--- config.mk ---
export PLATFORM = sky130hd
export DESIGN_NAME = unlock_sender_flat
export DESIGN_NICKNAME = d
export VERILOG_FILES = /design/src/rtl/unlock_pkg.sv /design/src/rtl/unlock_sender_if.sv /design/src/rtl/unlock_timer.sv /design/src/rtl/unlock_sender.sv /design/src/flat_wrapper.sv
export SDC_FILE = /design/constraint.sdc
export NUM_CORES = 1
export LEC_CHECK = 0
export BUFFER_PORTS_ARGS = -buffer_cell sky130_fd_sc_hd__buf_2
export CORE_ASPECT_RATIO = 1.5
export CORE_MARGIN = 2
export CORE_UTILIZATION = 35
export CTS_CLUSTER_SIZE = 24
export DETAILED_ROUTE_END_ITERATION = 7
export GPL_TIMING_DRIVEN = 0
export SYNTH_ARGS = -nofsm -noshare
export SYNTH_HDL_FRONTEND = slang
export SYNTH_SLANG_ARGS = --single-unit
--- constraint.sdc ---
create_clock -name clk -period 3.7 [get_ports clk]
set_input_delay 0.555 -clock clk [delete_from_list [all_inputs] [get_ports clk]]
set_output_delay 0.555 -clock clk [all_outputs]
set_load 0.01 [all_outputs]
--- src/rtl/unlock_pkg.sv ---
// Shared state encoding and ASCII constants for the unlock sender.
package unlock_pkg;

   typedef enum logic [1:0] {
      IDLE   = 2'd0,
      SEND   = 2'd1,
      WAIT   = 2'd2,
      REPORT = 2'd3
   } state_t;

   localparam logic [7:0] ASCII_NUL = 8'h00;
   localparam logic [7:0] ASCII_A   = 8'h41;
   localparam logic [7:0] ASCII_B   = 8'h42;
   localparam logic [7:0] ASCII_C   = 8'h43;
   localparam logic [7:0] ASCII_D   = 8'h44;

endpackage

--- src/rtl/unlock_sender_if.sv ---
// Control/detector-facing signal bundle of the unlock sender.
interface unlock_sender_if;

   logic       start;
   logic       unlock_in;
   logic [7:0] ascii_out;
   logic       busy;
   logic       done;
   logic       fail;

   modport master (
      output start,
      output unlock_in,
      input  ascii_out,
      input  busy,
      input  done,
      input  fail
   );

   modport slave (
      input  start,
      input  unlock_in,
      output ascii_out,
      output busy,
      output done,
      output fail
   );

endinterface

--- src/rtl/unlock_timer.sv ---
// Saturating 8-bit wait counter; expired flags cnt==TIMEOUT-1, combinational off the register.
// No backpressure: clr has priority over en.
module unlock_timer #(
   parameter int TIMEOUT = 8
) (
   input  logic clk,
   input  logic reset,
   input  logic clr,
   input  logic en,
   output logic expired
);

   localparam logic [7:0] LAST_CNT = 8'(TIMEOUT - 1);

   logic [7:0] cnt;

   always_ff @(posedge clk) begin
      if (reset || clr) begin
         cnt <= 8'd0;
      end else if (en && (cnt != 8'hFF)) begin
         cnt <= cnt + 8'd1;
      end
   end

   assign expired = (cnt == LAST_CNT);

endmodule

--- src/rtl/unlock_sender.sv ---
// Sends CODE one char per cycle from the start edge, then waits TIMEOUT cycles for unlock_in.
// No backpressure: start is dropped unless IDLE. Optional resend on timeout: UNLOCK_RETRY_EN.
module unlock_sender
   import unlock_pkg::*;
#(
   parameter int                    CODE_LEN  = 7,
   parameter logic [8*CODE_LEN-1:0] CODE      = "ABCABCD",
   parameter int                    TIMEOUT   = 8,
   parameter int                    MAX_RETRY = 2
) (
   input  logic           clk,
   input  logic           reset,
   unlock_sender_if.slave ul
);

   localparam int                IDX_W      = $clog2(CODE_LEN + 1);
   localparam logic [IDX_W-1:0]  LAST_IDX   = IDX_W'(CODE_LEN);
   localparam logic [7:0]        FIRST_CHAR = CODE[8*CODE_LEN-1 -: 8];

   state_t           state, state_nxt;
   logic [IDX_W-1:0] idx, idx_nxt;
   logic [7:0]       ascii_nxt;
   logic             done_nxt, fail_nxt;
   logic             expired;
   logic [8*CODE_LEN-1:0] code_sh;
   logic [7:0]       cur_char;

`ifdef UNLOCK_RETRY_EN
   localparam int               RETRY_W   = (MAX_RETRY < 1) ? 1 : $clog2(MAX_RETRY + 1);
   localparam logic [RETRY_W-1:0] RETRY_MAX = RETRY_W'(MAX_RETRY);
   logic [RETRY_W-1:0] retry_cnt, retry_nxt;
`else
   logic unused_max_retry;
   assign unused_max_retry = (MAX_RETRY != 0);
`endif

   assign code_sh  = CODE << {idx, 3'b000};
   assign cur_char = code_sh[8*CODE_LEN-1 -: 8];

   unlock_timer #(.TIMEOUT(TIMEOUT)) u_timer (
      .clk     (clk),
      .reset   (reset),
      .clr     (state != WAIT),
      .en      (state == WAIT),
      .expired (expired)
   );

   always_comb begin
      state_nxt = state;
      idx_nxt   = idx;
      ascii_nxt = ASCII_NUL;
      done_nxt  = 1'b0;
      fail_nxt  = 1'b0;
`ifdef UNLOCK_RETRY_EN
      retry_nxt = retry_cnt;
`endif
      case (state)
         IDLE: begin
`ifdef UNLOCK_RETRY_EN
            retry_nxt = '0;
`endif
            if (ul.start) begin
               state_nxt = SEND;
               ascii_nxt = FIRST_CHAR;
               idx_nxt   = IDX_W'(1);
            end
         end
         SEND: begin
            if (idx < LAST_IDX) begin
               ascii_nxt = cur_char;
               idx_nxt   = idx + IDX_W'(1);
            end else begin
               state_nxt = WAIT;
               idx_nxt   = '0;
            end
         end
         WAIT: begin
            // unlock wins over a timeout landing in the same cycle
            if (ul.unlock_in) begin
               state_nxt = REPORT;
               done_nxt  = 1'b1;
            end else if (expired) begin
`ifdef UNLOCK_RETRY_EN
               if (retry_cnt < RETRY_MAX) begin
                  retry_nxt = retry_cnt + RETRY_W'(1);
                  state_nxt = SEND;
                  idx_nxt   = '0;
               end else begin
                  state_nxt = REPORT;
                  fail_nxt  = 1'b1;
               end
`else
               state_nxt = REPORT;
               fail_nxt  = 1'b1;
`endif
            end
         end
         REPORT: begin
            state_nxt = IDLE;
         end
         default: begin
            state_nxt = IDLE;
         end
      endcase
   end

   always_ff @(posedge clk) begin
      if (reset) begin
         state        <= IDLE;
         idx          <= '0;
         ul.ascii_out <= ASCII_NUL;
         ul.busy      <= 1'b0;
         ul.done      <= 1'b0;
         ul.fail      <= 1'b0;
`ifdef UNLOCK_RETRY_EN
         retry_cnt    <= '0;
`endif
      end else begin
         state        <= state_nxt;
         idx          <= idx_nxt;
         ul.ascii_out <= ascii_nxt;
         ul.busy      <= (state_nxt == SEND) || (state_nxt == WAIT);
         ul.done      <= done_nxt;
         ul.fail      <= fail_nxt;
`ifdef UNLOCK_RETRY_EN
         retry_cnt    <= retry_nxt;
`endif
      end
   end

endmodule

--- src/flat_wrapper.sv ---
// flat-port wrapper written by rule: the top's interface ports become plain ports
module unlock_sender_flat import unlock_pkg::*;
#(
   parameter int                    CODE_LEN  = 7,
   parameter logic [8*CODE_LEN-1:0] CODE      = "       ",
   parameter int                    TIMEOUT   = 8,
   parameter int                    MAX_RETRY = 2
)
  (clk, reset, ul_start, ul_unlock_in, ul_ascii_out, ul_busy, ul_done, ul_fail);
  unlock_sender_if ul_i ();
  input  logic clk;
  input  logic reset;
  input wire logic [$bits(ul_i.start)-1:0] ul_start;
  input wire logic [$bits(ul_i.unlock_in)-1:0] ul_unlock_in;
  output wire logic [$bits(ul_i.ascii_out)-1:0] ul_ascii_out;
  output wire logic [$bits(ul_i.busy)-1:0] ul_busy;
  output wire logic [$bits(ul_i.done)-1:0] ul_done;
  output wire logic [$bits(ul_i.fail)-1:0] ul_fail;
  assign ul_i.start = ul_start;
  assign ul_i.unlock_in = ul_unlock_in;
  assign ul_ascii_out = ul_i.ascii_out;
  assign ul_busy = ul_i.busy;
  assign ul_done = ul_i.done;
  assign ul_fail = ul_i.fail;
  unlock_sender #(.CODE_LEN(CODE_LEN), .CODE(CODE), .TIMEOUT(TIMEOUT), .MAX_RETRY(MAX_RETRY)) u_core (.clk(clk), .reset(reset), .ul(ul_i));
endmodule
# Word-level counts from Yosys, hierarchy flattened
# Index checks and enable logic that the tools add are counted.
# W data, S select, Z words.
dict set report word_totals {
  memories 0
  regBits 24
  mem_bits_rw 0
  rom_bits 0
  out_inout_bits 11
  latch_bits 0
  input_bits 4
  word_cells 42
}
dict set report classes {
  div_mod_pow 0
  order_cmp 1
  n_shift 1
  n_mul 0
  addsub 2
  n_reduce_logical 8
  n_bitwise 1
  mux 13
  eq_ne 9
}
# cell count
set op_table {}
lappend op_table {{$shl A54 B6 Y56 const A} 1}
lappend op_table {{$pmux W8 S2} 1}
lappend op_table {{$add A8 B1 Y8 const B} 1}
lappend op_table {{$eq A8 B3 Y1 const B} 1}
lappend op_table {{$mux W2} 4}
lappend op_table {{$mux W8} 1}
lappend op_table {{$ne A8 B8 Y1 const B} 1}
lappend op_table {{$pmux W2 S4} 1}
lappend op_table {{$eq A2 B2 Y1 const B} 3}
lappend op_table {{$mux W3} 2}
lappend op_table {{$mux W6} 1}
lappend op_table {{$pmux W3 S2} 1}
lappend op_table {{$eq A2 B1 Y1 const B} 2}
lappend op_table {{$ne A2 B2 Y1 const B} 2}
lappend op_table {{$add A3 B1 Y3 const B} 1}
lappend op_table {{$lt A3 B3 Y1 const B} 1}
lappend op_table {{$reduce_or A3 Y1} 1}
lappend op_table {{$logic_not A2 Y1} 1}
lappend op_table {{$logic_or A1 B1 Y1} 2}
lappend op_table {{$mux W1} 2}
lappend op_table {{$reduce_and A2 Y1} 1}
lappend op_table {{$reduce_bool A2 Y1} 1}
lappend op_table {{$reduce_or A2 Y1} 1}
lappend op_table {{$logic_and A1 B1 Y1} 1}
lappend op_table {{$not A1 Y1} 1}

# Depth between registers and ports, before layout
dict set report depth {
  ltp_word 6
  depth_mapped 5
  depth_no_buf 5
}

# Cells and area by module
# From an unflattened synthesis, not the netlist that was laid out.
dict set report hier_totals {
  cells_unflattened 95
  area_unflattened_um2 904.6
}
# module seq_area_each_um2 area_per_inst_um2 cells_each n_inst
set by_module_without_submodules {}
lappend by_module_without_submodules {unlock_timer 160.2 467.9 52 1}
lappend by_module_without_submodules {unlock_sender 180.2 436.7 43 1}

# Least setup slack after synthesis
# No wires, ideal clock.
dict set report synth_timing {
  kind {input to register}
  startpoint {input port reset}
  endpoint {register u_core.u_timer.cnt[2]}
  t_arrival_ns 1.323
  path_stages 4
  setup_ns 0.078
  required_time_ns 3.622
  path_slack_ns 2.299
  n_path_buf 2
  cell_sequence {clkbuf_1 -> or2_2 -> buf_2 -> nor3_1}
}
dict set report synth_between {
  elab_chain_len 1
}
# element line_no
set synth_lines {}
lappend synth_lines {{start, declared} flat_wrapper.sv:12} ;# input logic reset;
lappend synth_lines {{$logic_or A1 B1 Y1} unlock_timer.sv:18} ;# if (reset || clr) begin
lappend synth_lines {{end signal, assigned} unlock_timer.sv:21} ;# cnt <= cnt + 8'd1;
lappend synth_lines {{end, declared} unlock_timer.sv:15} ;# logic [7:0] cnt;
# Every way passes these cells.
# A chain may end at the register's enable or synchronous reset.

# Final worst setup path
dict set report layout_timing {
  startpoint {register u_core.u_timer.cnt[0]}
  endpoint {register u_core.u_timer.cnt[5]}
}
dict set report layout_between {
  elab_chain_len 2
  elab_cells_between_ends 3
  cone_classes {add/sub: 1; eq/ne: 1; reduce/logical: 1}
}
# element
set layout_lines {}
lappend layout_lines {{parallel branches: the longest is 2 deep, another holds $add A8 B1 Y8}}
# Parallel ways; which one is timed is not known.

==> impl_metrics.yaml <==
outcome:
  status: "finished, final reports clean"
sta:
  rsz0062_at_grt: "no"
  fmax_mhz: 705
  final-setup-viol-count: 0
  slew_viol_final: 0
  fin_setup_tns_ps: 0
  finalClockSkew_ps: 2.28
  min_period_over_period_pct: 38.3
  timing_hold_violations_final: 0
  finalCriticalPeriod_ps: 1420
layout:
  area_growth_pct: 13.3
  num-nets-final: 114
  layout-drive-gt1-share_pct: 23.6
  post_layout_nonfiller_instances: 129
  n_fill_cell: 236
  antenna-diode-count: 0
  multiInputGateArea_um2: 425
  seq_area_um2: 340
critical_path:
  cp.buffers_inverters: 0
  start_kind: "flip-flop"
  crit_start: "u_core.u_timer.cnt[0]"
  r2r-start: "u_core.u_timer.cnt[0]"
  critPathCapture: "u_core.u_timer.cnt[5]"
  crit_arrival_ps: 1600
  critPathCaptureType: "flip-flop"
  crit_fanout: 4
  cp.required_ps: 3880
  path_cells: "ha_1 -> and3_1 -> a211oi_1 -> xnor2_1 -> nor2_1"
  rr_worst_depth: 5
  worst-path-stages: 5
  regToRegSetupSlack_ps: 2280
  cp_top_family: "flip-flops"
  r2r_end: "u_core.u_timer.cnt[5]"
  crit_path_top_delay_cell: "dfxtp_1"
  crit_type: "reg -> reg"
  slowest_delay_ps: 340
synth:
  yosys_warnings: 0
  synth_top_area_cell: "dfxtp_1"
  synth-seq-area-share_pct: 41.9
  ys_seq_elements: 17
  ys_types: 38
  synthTopCellsByArea: "dfxtp_1, buf_4, nor2_1"
  netlist.area_leader.share_pct: 41.9
  netlist_instances: 90
  syn_area_um2: 812
  avgSynthCellArea_um2: 9.02
clock_network:
  h-tree-depth: 1
  cts.clk_slew.worst_paths_ps: 90
  postCtsHoldBufs: 0
  clkLatencyLatePin_ps: 280
  cts_tree: "yes"
  clock_sinks: 17
  ctsResizeCount: 0
  cts_buffers: 3
  clockRootBuffer: "clkbuf_4"
  cts_setup_buffers: 0
  clockBufferDepth: 2
global_route:
  grt_pass1_vias: 596
  grt_use_total_pct: 11.5
  antenna_found_initial: 0
  grt_first_pass_wirelength_um: 2420
  grt.overflow.total: 0
  grt_max_degree: 11
detailed_routing:
  drt-total-wl_um: 1370
  dr.pass1.iters: 4
  vias: 644
  postRouteAntennaNets: 0
  drtIter0Drc: 5
  drcViolationCount: 0
  vias_per_cell: 4.99
  avgRoutedWirePerCell_um: 10.6
floorplan:
  rows: 21
  core-area_mm2: 0.00221
  chipHeight_um: 63.0
  pin_count: 15
  die-area_mm2: 0.00273
  dieWidth_um: 43.3
  start_util_pct: 36.8
place:
  dp.final_hpwl_um: 1080
  gp_congestion: 0.750
  placement.io_buffers: 6
  dp_cells: 125
power_and_ir_drop:
  total_power_mw: 0.311
  power.density_mw_per_mm2: 338
  leakagePower_nw: 0.385
  ir_drop_v: 0.000226
job:
  cap_viol_max_count: 0
worst_hold_path:
  hp-class: "in -> reg"
registers in the layout, indices dropped and copies added (netlist names):
name and count:
u_core.ul.done 1, u_core.ul.fail 1, u_core.idx 3, u_core.state 2, u_core.u_timer.cnt 8, u_core.ul.busy 1
u_core.ul.ascii_out 1
worst min path at each step:
stage,startpoint,to,slack [ps],depth (start not counted)
after floorplan,u_core.u_timer.cnt[7],u_core.u_timer.cnt[7],480,2
after global placement,u_core.u_timer.cnt[7],u_core.u_timer.cnt[7],510,2
after detailed placement,u_core.u_timer.cnt[1],u_core.u_timer.cnt[1],520,2
after CTS,ul_unlock_in,u_core.ul.fail,470,2
after global routing,ul_unlock_in,u_core.ul.fail,460,2
final,ul_unlock_in,u_core.ul.fail,480,2
kinds of logic after synthesis:
logic type      Yosys count  share of synthesized area (%)
fa+ha+maj                 3                           4.62
buf+inv                  11                           8.47
compound gates           19                           16.2
simple gates             35                           23.6
mux                       2                           2.62
other cells               1                          0.462
flops                    17                           41.9
xor+xnor                  2                           2.16
layer usage:
layer  GRT usage [%]  part of all wire [%]
met2            20.0                    58
met5               0                     0
met3            1.73                   1.5
met4            7.95                   1.2
met1            11.9                    39
cells in the mapped netlist:
cell type	instances
nor2_1	13
nor3_1	3
buf_4	7
or4_1	2
a21oi_1	5
a41o_1	1
o41ai_1	1
xnor2_1	1
dfxtp_1	17
and3_1	1
xor2_1	1
nor2b_1	1
conb_1	1
a211oi_1	1
o21ai_0	2
and3_2	1
nor3_2	1
nand2_1	2
nand3_1	3
mux2_2	1
or2_2	2
ha_1	3
a22oi_1	2
a21oi_2	1
a21o_1	1
nand2b_1	1
a31oi_1	1
mux2i_1	1
nor3b_2	1
a311oi_1	1
or3_2	1
nand4b_1	1
o21bai_1	2
nand4_1	2
inv_1	2
a22o_1	1
clkbuf_1	1
buf_2	1
cells in the final DEF, fill, tap and decap left out, types with 2 or more instances in the layout:
master    Yosys  final
ha_1          3      3
nand2_1       2      2
clkbuf_1      1      2
nor2_1       13     13
o21bai_1      2      2
or2_2         2      2
a21oi_1       5      5
buf_2         1      7
nor3_1        3      3
a22oi_1       2      2
conb_1        1      7
inv_1         2      2
dfxtp_1      17     17
or4_1         2      2
o21ai_0       2      2
clkbuf_4      0      3
nand3_1       3      3
nand4_1       2      2
buf_4         7      7
where the power goes:
part | internal [mW] | switching (mW) | total [mW]
Clock | 0.0418 | 0.0526 | 0.0944
Combinational | 0.0127 | 0.0120 | 0.0247
Sequential | 0.187 | 0.00467 | 0.192
Total | 0.241 | 0.0693 | 0.311
final cells by class:
type	count	share of cell area (%)
multi-input cells	68	46.3
flip-flops and latches	17	37.0
plain buffers	9	6.67
repair buffers	6	3.27
well taps	23	3.13
clock buffers	4	2.86
inverters	2	0.816
worst reg2reg max path, cell delays in order (launching register included):
cell	delay (ps)
dfxtp_1	340
ha_1	240
and3_1	230
a211oi_1	300
xnor2_1	160
nor2_1	50
per-stage QoR:
| step | hold WS [ps] | worst slack, ps | util [%] | area, µm² |
|---|---|---|---|---|
| after floorplan | 476 | 2300 | - | 835 |
| after global placement | 508 | 2180 | 40.5 | 893 |
| after detailed placement | 518 | 2170 | 40.5 | 893 |
| after CTS | 467 | 2270 | 41.7 | 920 |
| after global routing | 461 | 2180 | 41.7 | 920 |
| final | 477 | 2280 | 41.7 | 920 |
Note: power is estimated with default switching activity, not from simulation.
